## src/rtl/pulse_sequencer_if.sv

```systemverilog
// pulse_sequencer_if -- groups the control/config/status signals of the
// pulse sequencer into one bundle.
//   master : drives start/stop/start_N, period/width/n_pulses, pulse_invert;
//            observes pulse_out, busy, done, pulse_cnt.
//   slave  : the sequencer side (directions reversed).
interface pulse_sequencer_if #(
   parameter int CNT_W = 16
);
   logic             start;
   logic             stop;
   logic             start_N;
   logic [CNT_W-1:0] period;
   logic [CNT_W-1:0] width;
   logic [CNT_W-1:0] n_pulses;
   logic             pulse_invert;
   logic             pulse_out;
   logic             busy;
   logic             done;
   logic [CNT_W-1:0] pulse_cnt;

   modport master (
      output start, stop, start_N, period, width, n_pulses, pulse_invert,
      input  pulse_out, busy, done, pulse_cnt
   );

   modport slave (
      input  start, stop, start_N, period, width, n_pulses, pulse_invert,
      output pulse_out, busy, done, pulse_cnt
   );
endinterface

```

## src/rtl/pulse_sequencer.sv

```systemverilog
// pulse_sequencer -- generates a continuous pulse train (start) or a counted
// burst (start_N) with programmable period and high time.
// Ports:
//   clk  : sole clock, rising edge
//   rst  : synchronous, active-low reset
//   bus  : pulse_sequencer_if.slave
//          in : start, stop, start_N (one-cycle requests), period, width,
//               n_pulses (latched on acceptance), pulse_invert (live)
//          out: pulse_out (registered), busy, done (one-cycle strobe),
//               pulse_cnt (pulses begun since last accepted start)
module pulse_sequencer #(
   parameter int CNT_W = 16
) (
   input logic               clk,
   input logic               rst,
   pulse_sequencer_if.slave  bus
);

   typedef enum logic [1:0] {IDLE, RUN_C, RUN_N} state_t;

   state_t           state_q, state_d;
   logic [CNT_W-1:0] ph_q, ph_d;
   logic [CNT_W-1:0] cnt_q, cnt_d;
   logic [CNT_W-1:0] period_q, period_d;
   logic [CNT_W-1:0] width_q, width_d;
   logic [CNT_W-1:0] npul_q, npul_d;
   logic             pulse_q, pulse_d;
   logic             done_q, done_d;
   logic             last_ph;
   logic             raw_d;

   assign last_ph = (ph_q == period_q - CNT_W'(1));

   always_comb begin
      state_d  = state_q;
      ph_d     = ph_q;
      cnt_d    = cnt_q;
      period_d = period_q;
      width_d  = width_q;
      npul_d   = npul_q;
      done_d   = 1'b0;

      case (state_q)
         IDLE: begin
            // start_N is checked first so it wins a same-cycle tie with start.
            if (bus.start_N && (bus.period != '0) && (bus.n_pulses != '0)) begin
               state_d  = RUN_N;
               period_d = bus.period;
               width_d  = bus.width;
               npul_d   = bus.n_pulses;
               ph_d     = '0;
               cnt_d    = CNT_W'(1);   // cleared, then first pulse begins at once
            end else if (bus.start && (bus.period != '0)) begin
               state_d  = RUN_C;
               period_d = bus.period;
               width_d  = bus.width;
               npul_d   = bus.n_pulses;
               ph_d     = '0;
               cnt_d    = CNT_W'(1);
            end
         end
         RUN_C, RUN_N: begin
            if (bus.stop) begin
               // stop takes precedence over burst completion; both end the
               // run the same way so only one done strobe is produced.
               state_d = IDLE;
               ph_d    = '0;
               done_d  = 1'b1;
            end else if ((state_q == RUN_N) && last_ph && (cnt_q == npul_q)) begin
               state_d = IDLE;
               ph_d    = '0;
               done_d  = 1'b1;
            end else if (last_ph) begin
               ph_d = '0;
               if (cnt_q != '1) begin
                  cnt_d = cnt_q + CNT_W'(1);
               end
            end else begin
               ph_d = ph_q + CNT_W'(1);
            end
         end
         default: begin
            state_d = IDLE;
            ph_d    = '0;
         end
      endcase

      // Output is computed from next-state values so the registered pulse
      // lines up with the cycle it describes (no extra pipeline delay).
      raw_d   = (state_d != IDLE) && (ph_d < width_d);
      pulse_d = raw_d ^ bus.pulse_invert;
   end

   always_ff @(posedge clk) begin
      if (!rst) begin
         state_q  <= IDLE;
         ph_q     <= '0;
         cnt_q    <= '0;
         period_q <= '0;
         width_q  <= '0;
         npul_q   <= '0;
         pulse_q  <= 1'b0;
         done_q   <= 1'b0;
      end else begin
         state_q  <= state_d;
         ph_q     <= ph_d;
         cnt_q    <= cnt_d;
         period_q <= period_d;
         width_q  <= width_d;
         npul_q   <= npul_d;
         pulse_q  <= pulse_d;
         done_q   <= done_d;
      end
   end

   assign bus.pulse_out = pulse_q;
   assign bus.busy      = (state_q != IDLE);
   assign bus.done      = done_q;
   assign bus.pulse_cnt = cnt_q;

endmodule

```

## src/flat_wrapper.sv

```systemverilog
// flat-port wrapper written by rule: the top's interface ports become plain ports
module pulse_sequencer_flat 
#(
   parameter int CNT_W = 16
)
  (clk, rst, bus_start, bus_stop, bus_start_N, bus_period, bus_width, bus_n_pulses, bus_pulse_invert, bus_pulse_out, bus_busy, bus_done, bus_pulse_cnt);
  pulse_sequencer_if #(.CNT_W(CNT_W)) bus_i ();
  input logic clk;
  input logic rst;
  input wire logic [$bits(bus_i.start)-1:0] bus_start;
  input wire logic [$bits(bus_i.stop)-1:0] bus_stop;
  input wire logic [$bits(bus_i.start_N)-1:0] bus_start_N;
  input wire logic [$bits(bus_i.period)-1:0] bus_period;
  input wire logic [$bits(bus_i.width)-1:0] bus_width;
  input wire logic [$bits(bus_i.n_pulses)-1:0] bus_n_pulses;
  input wire logic [$bits(bus_i.pulse_invert)-1:0] bus_pulse_invert;
  output wire logic [$bits(bus_i.pulse_out)-1:0] bus_pulse_out;
  output wire logic [$bits(bus_i.busy)-1:0] bus_busy;
  output wire logic [$bits(bus_i.done)-1:0] bus_done;
  output wire logic [$bits(bus_i.pulse_cnt)-1:0] bus_pulse_cnt;
  assign bus_i.start = bus_start;
  assign bus_i.stop = bus_stop;
  assign bus_i.start_N = bus_start_N;
  assign bus_i.period = bus_period;
  assign bus_i.width = bus_width;
  assign bus_i.n_pulses = bus_n_pulses;
  assign bus_i.pulse_invert = bus_pulse_invert;
  assign bus_pulse_out = bus_i.pulse_out;
  assign bus_busy = bus_i.busy;
  assign bus_done = bus_i.done;
  assign bus_pulse_cnt = bus_i.pulse_cnt;
  pulse_sequencer #(.CNT_W(CNT_W)) u_core (.clk(clk), .rst(rst), .bus(bus_i));
endmodule
```

## config.mk

```make
export PLATFORM = sky130hd
export DESIGN_NAME = pulse_sequencer_flat
export DESIGN_NICKNAME = d
export VERILOG_FILES = /design/src/rtl/pulse_sequencer_if.sv /design/src/rtl/pulse_sequencer.sv /design/src/flat_wrapper.sv
export SDC_FILE = /design/constraint.sdc
export NUM_CORES = 1
export LEC_CHECK = 0
export ABC_AREA = 0
export CORE_ASPECT_RATIO = 0.6
export CORE_MARGIN = 2
export CORE_UTILIZATION = 45
export DETAILED_ROUTE_END_ITERATION = 6
export GPL_TIMING_DRIVEN = 0
export PLACE_DENSITY = 0.72
export SLEW_MARGIN = 20
export SYNTH_ARGS = -nofsm -noshare
export SYNTH_HDL_FRONTEND = slang
export SYNTH_SLANG_ARGS = --single-unit
```

## constraint.sdc

```tcl
create_clock -name clk -period 10.5 [get_ports clk]
set_input_delay 2.1 -clock clk [delete_from_list [all_inputs] [get_ports clk]]
set_output_delay 2.1 -clock clk [all_outputs]
set_load 0.05 [all_outputs]
```

==> impl_results.html, run 1 <==
<table>
<tr><th>Metric</th><th>Value</th></tr>
<tr><th colspan="2">Synthesis</th></tr>
<tr><td>Mean area per synthesized cell</td><td>8.837 um2</td></tr>
<tr><td>Yosys reg bits</td><td>between 80 and 90</td></tr>
<tr><td>Top cells by area, synth</td><td>sky130_fd_sc_hd__dfxtp_1, sky130_fd_sc_hd__mux2i_1, sky130_fd_sc_hd__nor2b_1, sky130_fd_sc_hd__ha_1, sky130_fd_sc_hd__xnor2_1</td></tr>
<tr><td>Distinct cell type count of the synthesized netlist</td><td>60</td></tr>
<tr><td>Register area share after synthesis</td><td>between 30% and 40%</td></tr>
<tr><td>Post-synthesis instance area</td><td>between 4000 and 5000 um2</td></tr>
<tr><td>Basic-gate share of the synthesized area counting and, or, nand and nor cells</td><td>between 20% and 30%</td></tr>
<tr><td>Xor/xnor share of the synthesized area</td><td>under 10%</td></tr>
<tr><td>Combinational family with the most area after synthesis</td><td>simple AND/OR/NAND/NOR gates</td></tr>
<tr><td>Synthesized-area fraction occupied by adder cells</td><td>roughly 5.3%</td></tr>
<tr><td>Area fraction in compound gates after synthesis</td><td>between 10% and 20%</td></tr>
<tr><td>Instance count of the mapped netlist</td><td>556</td></tr>
<tr><td>Top flip-flop cell by instance count after synthesis</td><td>sky130_fd_sc_hd__dfxtp_1</td></tr>
<tr><td>Post-synth EDFFs</td><td>0</td></tr>
<tr><td>Fraction of registers with async set or reset after synthesis</td><td>0%</td></tr>
<tr><td>Synth Net Count</td><td>631</td></tr>
<tr><td>Area leader, netlist</td><td>sky130_fd_sc_hd__dfxtp_1</td></tr>
<tr><td>Share of synthesized area spent on multiplexers</td><td>approximately an eighth</td></tr>
<tr><td>Portion of synthesized cell area occupied by the leading cell type</td><td>around a third</td></tr>
<tr><td>Number of warnings issued by yosys</td><td>0</td></tr>
<tr><th colspan="2">Finish</th></tr>
<tr><td>Final Cell Area</td><td>approximately 6100 um2</td></tr>
<tr><td>Number of nets in the final layout</td><td>714</td></tr>
<tr><td>Area of the multi-input gates</td><td>3073 um2</td></tr>
<tr><td>Commonest non-fill, non-tap cell in the layout</td><td>sky130_fd_sc_hd__dfxtp_1</td></tr>
<tr><td>Final cell utilization of the core</td><td>a little under three fifths</td></tr>
<tr><td>Antenna cells</td><td>0</td></tr>
<tr><td>Area taken by flip-flops and latches</td><td>~1700 um2</td></tr>
<tr><td>Layout Cells excl Fill</td><td>783</td></tr>
<tr><td>Area delta synth-&gt;final</td><td>24.19%</td></tr>
<tr><td>Commonest cells after routing, fill and taps aside</td><td>sky130_fd_sc_hd__dfxtp_1, sky130_fd_sc_hd__clkdlybuf4s50_1, sky130_fd_sc_hd__mux2i_1</td></tr>
<tr><td>Filler instances</td><td>about 940</td></tr>
<tr><td>Fraction of final layout cells sized beyond drive strength 1</td><td>about 5.4%</td></tr>
<tr><th colspan="2">Power and ir drop</th></tr>
<tr><td>Leakage power</td><td>2.498 nW</td></tr>
<tr><td>Power density normalized to cell area</td><td>139.9 nW/um2</td></tr>
<tr><td>Switching Share</td><td>between 20% and 30%</td></tr>
<tr><td>Largest vdd supply drop</td><td>between 0.00009 and 0.0001 V</td></tr>
<tr><td>Combinational power share</td><td>a little over a fifth</td></tr>
<tr><td>Internal power</td><td>0.6065 mW</td></tr>
<tr><td>Power spent charging and discharging nets</td><td>0.2470 mW</td></tr>
<tr><td>Overall power</td><td>around 0.85 mW</td></tr>
<tr><td>Clock share of power</td><td>a little under two fifths</td></tr>
<tr><td>Sequential share of power</td><td>between 40 and 50%</td></tr>
<tr><th colspan="2">Die</th></tr>
<tr><td>Initial standard-cell utilization of the core</td><td>a little under half</td></tr>
<tr><td>Horizontal extent of the die</td><td>approximately 140 um</td></tr>
<tr><td>Cell Rows</td><td>29</td></tr>
<tr><td>Height of the chip</td><td>around 85 um</td></tr>
<tr><td>Die ar.</td><td>11800 um2</td></tr>
<tr><td>Core outline area</td><td>10600 um2</td></tr>
<tr><td>Count of boundary I/O pins</td><td>73</td></tr>
<tr><th colspan="2">Setup path</th></tr>
<tr><td>Top fanout value on the critical path</td><td>10</td></tr>
<tr><td>Signal arrival time at the worst endpoint</td><td>just under 7000 ps</td></tr>
<tr><td>R2r worst-path depth</td><td>18</td></tr>
<tr><td>Worst setup SP type</td><td>input pin</td></tr>
<tr><td>Reg2Reg Launch Point</td><td>u_core.period_q[0]$_SDFFE_PN0P_</td></tr>
<tr><td>Reg-to-Reg End</td><td>u_core.bus.pulse_out$_SDFF_PN0_</td></tr>
<tr><td>Worst endpoint required time</td><td>10770 ps</td></tr>
<tr><td>Setup crit start</td><td>bus_period[10]</td></tr>
<tr><td>Critical path class</td><td>input pin to flip-flop</td></tr>
<tr><td>Worst-case register-to-register setup slack</td><td>between 5000 and 6000 ps</td></tr>
<tr><td>Endpoint type of the worst setup path</td><td>flip-flop</td></tr>
<tr><th colspan="2">Status</th></tr>
<tr><td>Run status</td><td>finished clean</td></tr>
<tr><th colspan="2">STA</th></tr>
<tr><td>Final Hold Fails</td><td>0</td></tr>
<tr><td>Worst setup margin</td><td>around 3900 ps</td></tr>
<tr><td>Final critical delay including setup and external delays</td><td>between 6000 and 7000 ps</td></tr>
<tr><td>Final worst-path cycle share</td><td>a little over three fifths</td></tr>
<tr><td>Tightest slew margin relative to the limit</td><td>approximately 43%</td></tr>
<tr><td>Worst setup skew after layout</td><td>between 5 and 6 ps</td></tr>
<tr><td>Final slew viol count</td><td>0</td></tr>
<tr><td>Unrepaired setup endpoints after global routing</td><td>false</td></tr>
<tr><td>WHS</td><td>roughly 530 ps</td></tr>
<tr><td>Transition time at the pin with the least slew margin</td><td>roughly 850 ps</td></tr>
<tr><td>Maximum clock frequency</td><td>around 150 MHz</td></tr>
<tr><td>Setup TNS</td><td>0 ps</td></tr>
<tr><td>Final setup violation count</td><td>0</td></tr>
<tr><th colspan="2">Clocking</th></tr>
<tr><td>Root Driver</td><td>sky130_fd_sc_hd__clkbuf_16</td></tr>
<tr><td>Resized cells post-CTS</td><td>0</td></tr>
<tr><td>Clock Latency Late Sink</td><td>about 340 ps</td></tr>
<tr><td>Post-CTS Repair Setup Buffers</td><td>0</td></tr>
<tr><td>CTS tree</td><td>yes</td></tr>
<tr><td>Clock sink count</td><td>between 80 and 90</td></tr>
<tr><td>Max clock buf depth</td><td>2</td></tr>
<tr><td>Clock slew at the register clock pins of the worst setup and hold paths</td><td>60 ps</td></tr>
<tr><td>Level count of the clock H-tree</td><td>3</td></tr>
<tr><td>Num CTS Buffers</td><td>9</td></tr>
<tr><td>Number of buffers inserted for hold repair after clock tree synthesis</td><td>0</td></tr>
<tr><th colspan="2">Route</th></tr>
<tr><td>Initial DRC Count</td><td>328</td></tr>
<tr><td>Routed Wire Length</td><td>13.57 mm</td></tr>
<tr><td>WL/cell</td><td>roughly 17 um</td></tr>
<tr><td>Routed Antenna Nets</td><td>0</td></tr>
<tr><td>Detailed-routing iteration count for the pre-antenna-repair pass</td><td>4</td></tr>
<tr><td>Detailed-route via count</td><td>4446</td></tr>
<tr><td>Number of DRC violations after detailed routing</td><td>0</td></tr>
<tr><td>Average via count per standard cell</td><td>~5.7</td></tr>
<tr><th colspan="2">GRT</th></tr>
<tr><td>Number of antenna violations at the first check in global routing</td><td>0</td></tr>
<tr><td>Met3 usage</td><td>5.869%</td></tr>
<tr><td>Number of global-route vias before repair</td><td>between 4000 and 5000</td></tr>
<tr><td>Maximum number of pins on one net before global-route repair</td><td>15</td></tr>
<tr><td>Global route overflow</td><td>0</td></tr>
<tr><td>Met1 global-route usage</td><td>a little under two fifths</td></tr>
<tr><td>GR Util All Layers</td><td>23.45%</td></tr>
<tr><td>Wire length of the first global-routing pass</td><td>between 20 and 25 mm</td></tr>
<tr><td>Grt peak-use layer</td><td>met1</td></tr>
<tr><td>Global routing met2 resource utilization</td><td>31.66%</td></tr>
<tr><th colspan="2">Placed design</th></tr>
<tr><td>Placed wire-length estimate</td><td>10.53 mm</td></tr>
<tr><td>Post-place setup slack</td><td>3587 ps</td></tr>
<tr><td>Buffers added on ports</td><td>72</td></tr>
<tr><td>Placed Instances</td><td>approximately 770</td></tr>
<tr><td>Cell area after placement</td><td>just under 6000 um2</td></tr>
<tr><td>Last weighted congestion value of the routability-driven placer</td><td>roughly 0.86</td></tr>
<tr><th colspan="2">Hold path</th></tr>
<tr><td>Worst hold path cell count</td><td>2</td></tr>
<tr><td>Tightest Hold Check Type</td><td>flip-flop to flip-flop</td></tr>
<tr><td>Worst min-delay path startpoint</td><td>u_core.bus.pulse_cnt[9]$_SDFFE_PN0P_</td></tr>
<tr><td>Worst hold path endpoint</td><td>u_core.bus.pulse_cnt[9]$_SDFFE_PN0P_</td></tr>
<tr><th colspan="2">Run</th></tr>
<tr><td># Max-Cap Violations</td><td>0</td></tr>
</table>
## cell usage after synthesis, types with 6 or more instances
cell type / n
sky130_fd_sc_hd__a211o_1: 6
sky130_fd_sc_hd__a21oi_1: 24
sky130_fd_sc_hd__a31oi_1: 6
sky130_fd_sc_hd__and2_1: 6
sky130_fd_sc_hd__and3_1: 14
sky130_fd_sc_hd__clkbuf_1: 18
sky130_fd_sc_hd__dfxtp_1: 84
sky130_fd_sc_hd__ha_1: 21
sky130_fd_sc_hd__inv_1: 9
sky130_fd_sc_hd__mux2i_1: 57
sky130_fd_sc_hd__nand2_1: 29
sky130_fd_sc_hd__nand2b_1: 12
sky130_fd_sc_hd__nand3_1: 9
sky130_fd_sc_hd__nand4_1: 15
sky130_fd_sc_hd__nor2_1: 46
sky130_fd_sc_hd__nor2b_1: 52
sky130_fd_sc_hd__nor3b_1: 8
sky130_fd_sc_hd__nor4_1: 17
sky130_fd_sc_hd__o21ai_0: 13
sky130_fd_sc_hd__xnor2_1: 28
sky130_fd_sc_hd__xor2_1: 8
## critical path, cell delays in order
cell	delay, ps
sky130_fd_sc_hd__clkdlybuf4s50_1	410
sky130_fd_sc_hd__nor4_1	480
sky130_fd_sc_hd__nand4_1	440
sky130_fd_sc_hd__o21ai_0	360
sky130_fd_sc_hd__or2_2	200
sky130_fd_sc_hd__clkbuf_1	140
sky130_fd_sc_hd__buf_1	560
sky130_fd_sc_hd__mux2i_1	400
sky130_fd_sc_hd__ha_1	310
sky130_fd_sc_hd__a21o_1	180
sky130_fd_sc_hd__a21oi_1	190
sky130_fd_sc_hd__a211oi_1	140
sky130_fd_sc_hd__a41o_1	260
sky130_fd_sc_hd__a211o_1	290
sky130_fd_sc_hd__a221oi_2	220
sky130_fd_sc_hd__mux2i_1	220
## cells by family after synthesis
kind of cell / after synthesis
multiplexers: 59
AND/OR/NAND/NOR: 234
AO/OA/AOI/OAI: 85
adder cells (fa/ha/maj): 21
flip-flops: 84
XOR/XNOR: 36
buffers and inverters: 37
## how the worst max path moves through the flow
stage                                      endpoint  slack, ps
floorplan           u_core.bus.pulse_out$_SDFF_PN0_       4920
global placement    u_core.bus.pulse_out$_SDFF_PN0_       3570
detailed placement  u_core.bus.pulse_out$_SDFF_PN0_       3590
CTS                 u_core.bus.pulse_out$_SDFF_PN0_       3910
global route        u_core.bus.pulse_out$_SDFF_PN0_       3470
finish              u_core.bus.pulse_out$_SDFF_PN0_       3860
## final cells by class
class / count / share of cell area (%)
inverter: 9 / 0.5536
clock inverter: 5 / 1.005
multi-input combinational: 435 / 50.36
tap: 139 / 2.850
sequential: 84 / 27.56
clock buffer: 11 / 3.814
buffer: 28 / 2.050
timing repair buffer: 72 / 11.81
## metal layers
layer	share of wire, %	vias to the layer above
li1	-	2167
met1	53	2105
met2	37	168
met3	8.7	6
met4	0.56	0
met5	0	-
## flip-flops by register name (all words and copies together), names as in the netlist
signal and cells:
u_core.state_q 2, u_core.width_q 16, u_core.ph_q 16, u_core.bus.pulse_out 1
u_core.bus.done 1, u_core.npul_q 16, u_core.bus.pulse_cnt 16, u_core.period_q 16
## power groups by stage
stage / sequential (mW) / clock, mW / combinational [mW]
floorplan: 0.357 / 0 / 0.120
global placement: 0.357 / 0 / 0.175
detailed placement: 0.358 / 0 / 0.180
CTS: 0.351 / 0.324 / 0.182
global route: 0.353 / 0.338 / 0.200
finish: 0.351 / 0.319 / 0.183
Note: power is estimated with default switching activity, not from simulation.
==> run 2: changes to the inputs <==
==> constraint.sdc (replaced) <==
create_clock -name clk -period 6.92 [get_ports clk]
set_input_delay 1.384 -clock clk [delete_from_list [all_inputs] [get_ports clk]]
set_output_delay 1.384 -clock clk [all_outputs]
set_load 0.05 [all_outputs]
==> results of run 2 <==
Same layout as run 1 (identical final DEF). Status: finished clean.
Among the figures that moved: setup slack after placement 3587 ps -> 722.7 ps; setup slack after layout 3857 ps -> 992.6 ps; register-to-register setup slack 5070 ps -> 1490 ps; total power 0.8535 mW -> 1.295 mW; worst IR drop on VDD 0.00009240 V -> 0.0001402 V
==> run 3: changes to the inputs <==
--- a/config.mk
+++ b/config.mk
@@ -6,13 +6,16 @@
 export NUM_CORES = 1
 export LEC_CHECK = 0
 export ABC_AREA = 0
+export CELL_PAD_IN_SITES_DETAIL_PLACEMENT = 0
+export CELL_PAD_IN_SITES_GLOBAL_PLACEMENT = 1
 export CORE_ASPECT_RATIO = 0.6
 export CORE_MARGIN = 2
-export CORE_UTILIZATION = 45
+export CORE_UTILIZATION = 41
 export DETAILED_ROUTE_END_ITERATION = 6
 export GPL_TIMING_DRIVEN = 0
-export PLACE_DENSITY = 0.72
+export PLACE_DENSITY = 0.84
 export SLEW_MARGIN = 20
 export SYNTH_ARGS = -nofsm -noshare
 export SYNTH_HDL_FRONTEND = slang
 export SYNTH_SLANG_ARGS = --single-unit
+export TNS_END_PERCENT = 10
==> run 3 against run 2 <==
Setup slack worse by 260 ps; largest cell class unchanged; sequential cell count did not move; first-iteration DRC count shrank 22%; power increased by 2.1%; wire length increased by 4.5%; sequential power barely moved; final cell count grew 2.4%; critical endpoint unchanged; cell area is 0.59% higher.
==> impl_results.html, run 3 (same netlist as run 1, synthesis figures left out) <==
<table>
<tr><th>Metric</th><th>Value</th></tr>
<tr><th colspan="2">STA</th></tr>
<tr><td>Final critical delay including setup and external delays</td><td>~6200 ps</td></tr>
<tr><td>Final slew viol count</td><td>0</td></tr>
<tr><td>Maximum clock frequency</td><td>between 150 and 200 MHz</td></tr>
<tr><td>Tightest slew margin relative to the limit</td><td>43.46%</td></tr>
<tr><td>Unrepaired setup endpoints after global routing</td><td>false</td></tr>
<tr><td>Final worst-path cycle share</td><td>89.45%</td></tr>
<tr><td>Worst setup skew after layout</td><td>roughly 7.4 ps</td></tr>
<tr><td>Final setup violation count</td><td>0</td></tr>
<tr><td>Setup TNS</td><td>0 ps</td></tr>
<tr><td>Final Hold Fails</td><td>0</td></tr>
<tr><td>Transition time at the pin with the least slew margin</td><td>between 800 and 900 ps</td></tr>
<tr><th colspan="2">Route</th></tr>
<tr><td>Detailed-routing iteration count for the pre-antenna-repair pass</td><td>5</td></tr>
<tr><td>Number of DRC violations after detailed routing</td><td>0</td></tr>
<tr><td>Detailed-route via count</td><td>around 4400</td></tr>
<tr><td>Average via count per standard cell</td><td>approximately 5.5</td></tr>
<tr><td>Routed Wire Length</td><td>~14 mm</td></tr>
<tr><td>WL/cell</td><td>around 18 um</td></tr>
<tr><td>Initial DRC Count</td><td>256</td></tr>
<tr><td>Routed Antenna Nets</td><td>0</td></tr>
<tr><th colspan="2">Power and ir drop</th></tr>
<tr><td>Power spent charging and discharging nets</td><td>0.3722 mW</td></tr>
<tr><td>Internal power</td><td>around 0.95 mW</td></tr>
<tr><td>Power density normalized to cell area</td><td>215.5 nW/um2</td></tr>
<tr><td>Clock share of power</td><td>38.8%</td></tr>
<tr><td>Sequential share of power</td><td>between 40% and 50%</td></tr>
<tr><td>Switching Share</td><td>28.13%</td></tr>
<tr><td>Leakage power</td><td>between 2 and 3 nW</td></tr>
<tr><td>Largest vdd supply drop</td><td>0.0001158 V</td></tr>
<tr><td>Combinational power share</td><td>around a fifth</td></tr>
<tr><th colspan="2">GRT</th></tr>
<tr><td>Maximum number of pins on one net before global-route repair</td><td>14</td></tr>
<tr><td>Number of antenna violations at the first check in global routing</td><td>0</td></tr>
<tr><td>Global route overflow</td><td>0</td></tr>
<tr><td>GR Util All Layers</td><td>between 20% and 30%</td></tr>
<tr><td>Number of global-route vias before repair</td><td>4254</td></tr>
<tr><td>Wire length of the first global-routing pass</td><td>between 20 and 25 mm</td></tr>
<tr><th colspan="2">Finish</th></tr>
<tr><td>Area of the multi-input gates</td><td>between 3000 and 4000 um2</td></tr>
<tr><td>Number of nets in the final layout</td><td>roughly 710</td></tr>
<tr><td>Filler instances</td><td>about 1100</td></tr>
<tr><td>Final cell utilization of the core</td><td>53.44%</td></tr>
<tr><td>Antenna cells</td><td>0</td></tr>
<tr><td>Final Cell Area</td><td>between 6000 and 7000 um2</td></tr>
<tr><td>Commonest cells after routing, fill and taps aside</td><td>sky130_fd_sc_hd__dfxtp_1, sky130_fd_sc_hd__clkdlybuf4s50_1, sky130_fd_sc_hd__mux2i_1</td></tr>
<tr><td>Commonest non-fill, non-tap cell in the layout</td><td>sky130_fd_sc_hd__dfxtp_1</td></tr>
<tr><td>Area taken by flip-flops and latches</td><td>1682 um2</td></tr>
<tr><td>Fraction of final layout cells sized beyond drive strength 1</td><td>5.452%</td></tr>
<tr><td>Area delta synth-&gt;final</td><td>24.93%</td></tr>
<tr><th colspan="2">Setup path</th></tr>
<tr><td>Family of cells with the greatest summed delay on the critical path</td><td>compound AO/OA/AOI/OAI gates</td></tr>
<tr><td>Worst setup SP type</td><td>input pin</td></tr>
<tr><td>Critical path class</td><td>input pin to flip-flop</td></tr>
<tr><td>Endpoint type of the worst setup path</td><td>flip-flop</td></tr>
<tr><td>Longest individual stage delay on the worst path</td><td>between 500 and 600 ps</td></tr>
<tr><td>Max stage delay cell, worst path</td><td>sky130_fd_sc_hd__buf_1</td></tr>
<tr><td>Cells along the critical path</td><td>clkdlybuf4s50_1 &gt; nor4_1 &gt; a41oi_1 &gt; o21ai_0 &gt; or2_2 &gt; clkbuf_1 &gt; buf_1 &gt; mux2i_1 &gt; ha_1 &gt; a21o_1 &gt; a21oi_1 &gt; a211oi_1 &gt; a41o_1 &gt; a211o_1 &gt; a221oi_2 &gt; mux2i_1</td></tr>
<tr><td>Combined buffer and inverter count along the critical path</td><td>3</td></tr>
<tr><td>Worst path most repeated cell</td><td>sky130_fd_sc_hd__mux2i_1</td></tr>
<tr><td>Top fanout value on the critical path</td><td>10</td></tr>
<tr><td>Worst endpoint required time</td><td>a little over 7000 ps</td></tr>
<tr><td>Signal arrival time at the worst endpoint</td><td>6450 ps</td></tr>
<tr><th colspan="2">Die</th></tr>
<tr><td>Initial standard-cell utilization of the core</td><td>a little over two fifths</td></tr>
<tr><td>Horizontal extent of the die</td><td>roughly 150 um</td></tr>
<tr><td>Count of boundary I/O pins</td><td>73</td></tr>
<tr><td>Core outline area</td><td>~11000 um2</td></tr>
<tr><td>Cell Rows</td><td>30</td></tr>
<tr><td>Height of the chip</td><td>between 80 and 90 um</td></tr>
<tr><td>Die ar.</td><td>around 13000 um2</td></tr>
<tr><th colspan="2">Clocking</th></tr>
<tr><td>Root Driver</td><td>sky130_fd_sc_hd__clkbuf_16</td></tr>
<tr><td>Level count of the clock H-tree</td><td>3</td></tr>
<tr><td>Resized cells post-CTS</td><td>0</td></tr>
<tr><td>CTS tree</td><td>yes</td></tr>
<tr><td>Clock slew at the register clock pins of the worst setup and hold paths</td><td>roughly 60 ps</td></tr>
<tr><td>Clock sink count</td><td>84</td></tr>
<tr><td>Clock Latency Late Sink</td><td>340 ps</td></tr>
<tr><td>Post-CTS Repair Setup Buffers</td><td>0</td></tr>
<tr><td>Max clock buf depth</td><td>2</td></tr>
<tr><td>Num CTS Buffers</td><td>9</td></tr>
<tr><td>Number of buffers inserted for hold repair after clock tree synthesis</td><td>0</td></tr>
<tr><th colspan="2">Placed design</th></tr>
<tr><td>Cell area after placement</td><td>just under 6000 um2</td></tr>
<tr><td>Last weighted congestion value of the routability-driven placer</td><td>0.8943</td></tr>
<tr><td>Buffers added on ports</td><td>72</td></tr>
<tr><td>Placed wire-length estimate</td><td>around 11 mm</td></tr>
<tr><th colspan="2">Status</th></tr>
<tr><td>Run status</td><td>finished clean</td></tr>
<tr><th colspan="2">Hold path</th></tr>
<tr><td>Tightest Hold Check Type</td><td>flip-flop to flip-flop</td></tr>
<tr><th colspan="2">Run</th></tr>
<tr><td># Max-Cap Violations</td><td>0</td></tr>
</table>
run 3: per-layer routing:
layer | up-vias | part of all wire [%] | GRT usage, %
li1 | 2155 | - | -
met1 | 2061 | 55 | 35.46
met2 | 144 | 37 | 31.32
met3 | 13 | 7.0 | 5.670
met4 | 0 | 0.95 | 4.635
met5 | - | 0 | 0
run 3: power groups by stage:
stage	clock network [mW]	registers [mW]	logic [mW]
global placement	0	0.541	0.267
detailed placement	0	0.543	0.274
floorplan	0	0.542	0.183
finish	0.513	0.532	0.277
global route	0.539	0.536	0.304
CTS	0.519	0.532	0.277
run 3: path summary, 6_finish.rpt:
| kind | slack, ps | end | depth (start not counted) | start |
|---|---|---|---|---|
| max | 730 | u_core.bus.pulse_out$_SDFF_PN0_ | 16 | bus_n_pulses[10] |
| min reg2reg | 530 | u_core.width_q[10]$_SDFF_PN0_ | 2 | u_core.width_q[10]$_SDFF_PN0_ |
| min | 530 | u_core.width_q[10]$_SDFF_PN0_ | 2 | u_core.width_q[10]$_SDFF_PN0_ |
| max reg2reg | 1350 | u_core.bus.pulse_out$_SDFF_PN0_ | 19 | u_core.period_q[3]$_SDFFE_PN0P_ |
run 3: through the flow:
| stage | std cells | hold slack, ps | setup WS [ps] | total power, mW |
|---|---|---|---|---|
| global route | 802 | 553.8 | 316.2 | 1.379 |
| global placement | 788 | 510.5 | 551.9 | 0.8084 |
| finish | 802 | 531.7 | 730.2 | 1.323 |
| detailed placement | 788 | 518.5 | 438.2 | 0.8174 |
| floorplan | 556 | 477.8 | 2054 | 0.7246 |
| CTS | 802 | 530.2 | 736.5 | 1.328 |
run 3: layout make-up:
type	instances	area share (%)
well taps	160	3.261
repair buffers	72	11.74
plain buffers	28	2.038
flip-flops and latches	84	27.39
inverters	9	0.5503
multi-input cells	435	50.06
clock buffers	9	3.669
clock inverters	5	1.284
run 3: worst reg2reg max path, cell delays in order (launching register included):
cell and delay [ps]:
sky130_fd_sc_hd__dfxtp_1 310, sky130_fd_sc_hd__buf_6 130, sky130_fd_sc_hd__or4_1 510, sky130_fd_sc_hd__clkbuf_2 160, sky130_fd_sc_hd__nor4_1 360, sky130_fd_sc_hd__mux2_2 380
sky130_fd_sc_hd__a211o_1 310, sky130_fd_sc_hd__o41ai_4 490, sky130_fd_sc_hd__clkbuf_1 420, sky130_fd_sc_hd__o21ai_0 150, sky130_fd_sc_hd__a21oi_1 300, sky130_fd_sc_hd__nor2_1 90
sky130_fd_sc_hd__ha_1 310, sky130_fd_sc_hd__a21o_1 180, sky130_fd_sc_hd__a21oi_1 180, sky130_fd_sc_hd__a211oi_1 140, sky130_fd_sc_hd__a41o_1 260, sky130_fd_sc_hd__a211o_1 300
sky130_fd_sc_hd__a221oi_2 250, sky130_fd_sc_hd__mux2i_1 250
